### src/rtl/pause_sequencer_pkg.sv
// Shared types and defaults for the frame-aligned pause controller.
package pause_sequencer_pkg;

  typedef enum logic [2:0] {
    RUN        = 3'd0,
    WAIT_VBL   = 3'd1,
    HALTING    = 3'd2,
    PAUSED     = 3'd3,
    RESUME_VBL = 3'd4
  } state_e;

  // 10 s at 12 MHz
  localparam int unsigned DIM_CYCLES_DEFAULT = 32'd120000000;

endpackage

### src/rtl/pause_dim_timer.sv
// Saturating 32-bit idle counter that raises the burn-in dim flag.
module pause_dim_timer
  import pause_sequencer_pkg::*;
#(
  parameter int unsigned DIM_CYCLES = DIM_CYCLES_DEFAULT
) (
  input  logic clk_sys,
  input  logic reset_n,
  input  logic count_en,
  input  logic clear,
  input  logic hold,
  output logic dim
);

  localparam logic [31:0] LIMIT = 32'(DIM_CYCLES);

  logic [31:0] count_q, count_d;
  logic        dim_q, dim_d;

  always_comb begin
    count_d = '0;
    if (count_en && !clear) begin
      count_d = (count_q >= LIMIT) ? LIMIT : count_q + 32'd1;
    end

    // Flag follows the next count so it rises on the edge the limit is reached
    dim_d = 1'b0;
    if (clear) begin
      dim_d = 1'b0;
    end else if (hold) begin
      dim_d = dim_q;
    end else begin
      dim_d = (count_d >= LIMIT);
    end
  end

  always_ff @(posedge clk_sys) begin
    if (!reset_n) begin
      count_q <= '0;
      dim_q   <= 1'b0;
    end else begin
      count_q <= count_d;
      dim_q   <= dim_d;
    end
  end

  assign dim = dim_q;

endmodule

### src/rtl/pause_sequencer.sv
// Collects pause requests, halts the CPU on vblank boundaries and grants
// requesters once the halt is acknowledged.
module pause_sequencer
  import pause_sequencer_pkg::*;
#(
  parameter int          NREQ       = 4,
  parameter int unsigned DIM_CYCLES = DIM_CYCLES_DEFAULT
) (
  input  logic            clk_sys,
  input  logic            reset_n,
  input  logic [NREQ-1:0] req,
  input  logic            vblank,
  input  logic            halt_ack,
  input  logic            dim_en,
  output logic            halt_req,
  output logic [NREQ-1:0] grant,
  output logic            paused,
  output logic            dim
);

  state_e          state_q, state_d;
  logic            vblank_d_q;
  logic            halt_req_q, halt_req_d;
  logic [NREQ-1:0] grant_q, grant_d;
  logic            paused_q, paused_d;

  logic vbl_edge;
  logic any_req;

  assign vbl_edge = vblank & ~vblank_d_q;
  assign any_req  = |req;

  always_comb begin
    state_d = state_q;
    unique case (state_q)
      RUN:        if (any_req) state_d = WAIT_VBL;
      // Withdrawal takes priority over a coincident vblank edge
      WAIT_VBL: begin
        if (!any_req)      state_d = RUN;
        else if (vbl_edge) state_d = HALTING;
      end
      HALTING:    if (halt_ack) state_d = PAUSED;
      PAUSED:     if (!any_req) state_d = RESUME_VBL;
      RESUME_VBL: begin
        if (any_req)       state_d = PAUSED;
        else if (vbl_edge) state_d = RUN;
      end
      default:    state_d = RUN;
    endcase

    // The CPU stays halted from HALTING until RESUME_VBL leaves for RUN
    halt_req_d = (state_d == HALTING) || (state_d == PAUSED) ||
                 (state_d == RESUME_VBL);
    paused_d   = (state_d == PAUSED);
    grant_d    = (state_d == PAUSED) ? req : '0;
  end

  always_ff @(posedge clk_sys) begin
    if (!reset_n) begin
      state_q    <= RUN;
      vblank_d_q <= 1'b0;
      halt_req_q <= 1'b0;
      grant_q    <= '0;
      paused_q   <= 1'b0;
    end else begin
      state_q    <= state_d;
      vblank_d_q <= vblank;
      halt_req_q <= halt_req_d;
      grant_q    <= grant_d;
      paused_q   <= paused_d;
    end
  end

  pause_dim_timer #(
    .DIM_CYCLES(DIM_CYCLES)
  ) u_timer (
    .clk_sys (clk_sys),
    .reset_n (reset_n),
    .count_en(dim_en && (state_q == PAUSED)),
    .clear   (!dim_en || (state_d == RUN)),
    .hold    (state_q == RESUME_VBL),
    .dim     (dim)
  );

  assign halt_req = halt_req_q;
  assign grant    = grant_q;
  assign paused   = paused_q;

endmodule

### config.mk
export PLATFORM = sky130hd
export DESIGN_NAME = pause_sequencer
export DESIGN_NICKNAME = d
export VERILOG_FILES = /design/src/rtl/pause_sequencer_pkg.sv /design/src/rtl/pause_dim_timer.sv /design/src/rtl/pause_sequencer.sv
export SDC_FILE = /design/constraint.sdc
export NUM_CORES = 1
export LEC_CHECK = 0
export CAP_MARGIN = 25
export CORE_ASPECT_RATIO = 1.2
export CORE_MARGIN = 3
export CORE_UTILIZATION = 40
export CTS_CLUSTER_SIZE = 10
export DETAILED_ROUTE_END_ITERATION = 8
export PLACE_DENSITY = 0.65
export SLEW_MARGIN = 0
export SYNTH_ARGS = -nofsm -noshare
export SYNTH_HDL_FRONTEND = slang
export SYNTH_SLANG_ARGS = --single-unit
### constraint.sdc
create_clock -name clk_sys -period 2.5 [get_ports clk_sys]
set_input_delay 0.5 -clock clk_sys [delete_from_list [all_inputs] [get_ports clk_sys]]
set_output_delay 0.5 -clock clk_sys [all_outputs]
set_load 0.02 [all_outputs]
==> out/results.ini <==
[floorplan]
start_util = 0.4173
die_width_um = 72
core-area_mm2 = 0.005010
die_area_mm2 = 0.006134
ios = 16
die_h_um = 85.20
num_rows = 28

[setup_path]
endpoint_kind = register
crit_buf_inv = 0
cp_cell_sequence = nand3_1, or3_4, nor3_1, nand4b_1, a211o_1, a21oi_1, a221oi_2
cp_max_fo = 9
crit_required_ns = 2.67
path_class = reg2reg
cp_slowest_cell = or3_4
crit_family = simple AND/OR/NAND/NOR gates
critPathLaunchType = register
cpPeakStageDelay_ns = 0.50
worstPathArrival_ns = 2.47

[timing]
rsz0062_at_grt = false
fin_crit_sh = 0.9193
slew_violations = 0
timing.setup.tns_ns = 0
hold_ws_ns = 0.4892
layout_min_cycle_time_ns = 2.298
finalHoldViolations = 0
fin_skew_ns = 0.006278
setup_viol = 0
fmax_mhz = 435.1

[cts]
clkSinkCount = 43
tritoncts = yes
clock_latency_ns = 0.29
root_buffer = clkbuf_8
cts_resized = 0
cts-hold-fix-buffers = 0
path_clk_slew_ns = 0.08
htree_num_levels = 2
cts_max_path_buffers = 2
numCtsBuffers = 5
cts_setup_buffers = 0

[yosys]
post-synth-top-count-cell = dfxtp_1
synth-async-reset-ratio = 0
synth_area_leaders = dfxtp_1, xnor2_1, xor2_1, nor2_1, a21oi_1
synth_flop_cell = dfxtp_1
synth_top_area_share = 0.4117
synth_largest_area_cell = dfxtp_1
ys_warn_count = 0
syn_area_mm2 = 0.002091
ys_seq_area_frac = 0.4117
synthCells = 246
synthTopCellsByCount = dfxtp_1, nor2_1, nand2_1
avgSynthCellArea_um2 = 8.499
ys_ff_latch = 43
ys_types = 50
synth_edf_count = 0

[grt]
grt_pass1_wl_um = 7810
track_usage = 0.1590
grt_remaining_overflow = 0
antenna_found_initial = 0
grt_pass1_vias = 1762
grt_max_degree = 18

[power]
vdd_drop_max_mv = 0.3108
power_density_mw_per_mm2 = 486.6
p_leak_nw = 0.8654
power_w = 0.001203

[cells_and_area]
diodes = 0
drive_gt1_frac = 0.1062
synthToLayoutAreaGrowth_pct = 18.25
instances_no_fill = 333
fillers = 500
final_nets = 283

[routing]
drtIter0Drc = 99
vias = 1761
wl_met3_um = 227
vias_per_cell = 5.288
top_layer = met4
dr.pass1.iters = 4
wl_um = 4392
antenna_left = 0
wl_met2_um = 2110
wl_per_cell_um = 13.19
drc_errors = 0
met1_length_um = 1980

[run]
max_cap_viol_count = 0

[place]
gp_congestion = 0.8270
dp.cells = 325
hpwl_um = 3217
port_buffers = 15

[run_status]
status = completed

[hold_path]
hold_class = reg2reg

[worst reg2reg max path, delay by kind of cell (launching register included)]
kind	cells	cell delay, ns
AO/OA/AOI/OAI	3	0.59
flip-flops	1	0.41
AND/OR/NAND/NOR	4	1.19
[state kept, by name, indices dropped and copies added (netlist names)]
register and flops:
halt_req 1, state_q 3, u_timer.dim 1, vblank_d_q 1
paused 1, grant 4, u_timer.count_q 32
[path summary, 6_finish.rpt]
| check | start | cells after the start | slack, ns | end |
|---|---|---|---|---|
| max | u_timer.count_q[10] | 7 | 0.20 | u_timer.dim |
| min | u_timer.count_q[0] | 1 | 0.49 | u_timer.count_q[0] |
| max reg2reg | u_timer.count_q[10] | 7 | 0.20 | u_timer.dim |
| min reg2reg | u_timer.count_q[0] | 1 | 0.49 | u_timer.count_q[0] |
[layout by cell type, fill, tap and decap left out, types with 2 or more instances in the layout]
master           netlist  layout
nand4_1                8       8
clkdlybuf4s50_1        0      15
xnor2_1               15      15
conb_1                 1       5
clkinv_2               0       3
nor2_1                28      27
dfxtp_1               43      43
inv_1                  8       8
and3_1                 6       6
nor4_1                 6       6
o21ai_0                7       7
nand2_1               17      17
nor3_1                 8       7
clkbuf_8               0       5
ha_1                   2       2
xor2_1                13      13
and2_1                 7       7
buf_4                  0      12
o311ai_0               3       2
nor2b_1                2       2
a31oi_1                2       2
o211ai_1               2       2
nand3_1               11      11
a211o_1                2       2
and4b_1                2       2
or3_1                  4       3
a21oi_1               13      13
[area by class of cell]
class / instances / area [µm²] / area share
Clock buffer: 5 / 68.82 / 0.02783
Clock inverter: 3 / 15.01 / 0.006073
Inverter: 8 / 30.03 / 0.01215
Multi-Input combinational cell: 187 / 1182 / 0.4782
Sequential cell: 43 / 860.8 / 0.3482
Tap cell: 60 / 75.07 / 0.03036
Timing Repair Buffer: 27 / 240.2 / 0.09717
[layer usage]
metal / track usage / vias to the layer above
met5: 0 / -
met4: 0.07179 / 0
met3: 0.04976 / 7
met2: 0.2609 / 36
met1: 0.1883 / 799
li1: - / 919
[through the flow]
stage	util	instance area [µm²]	worst slack, ns
6_report	0.4935	2472	0.2018
5_1_grt	0.4935	2472	0.02769
4_1_cts	0.4898	2454	0.1453
3_5_place_dp	0.4730	2370	0.1492
3_3_place_gp	0.4730	2370	0.1340
2_1_floorplan	-	2106	0.2451
[power by group]
| group | switching [W] | total, W | leakage [nW] | internal (W) |
|---|---|---|---|---|
| registers | 0.00000989 | 0.000710 | 0.350 | 0.000700 |
| clock network | 0.000240 | 0.000431 | 0.0477 | 0.000191 |
| logic | 0.0000277 | 0.0000626 | 0.468 | 0.0000348 |
| total | 0.000277 | 0.00120 | 0.865 | 0.000926 |
[kinds of logic (layout without fill, tap and decap cells)]
logic type                 after synthesis  after routing  share of synthesized area
xor gates and xnor gates                28             28                     0.1173
DFF                                     43             43                     0.4117
other                                    1              5                   0.001794
adders and majority gates                2              2                    0.01197
and+or+nand+nor                        110            110                     0.2789
buffers and inverters                   20             43                    0.03890
AOI/OAI and AO/OA                       42             42                     0.1394
(Power assumes the default switching activity.)
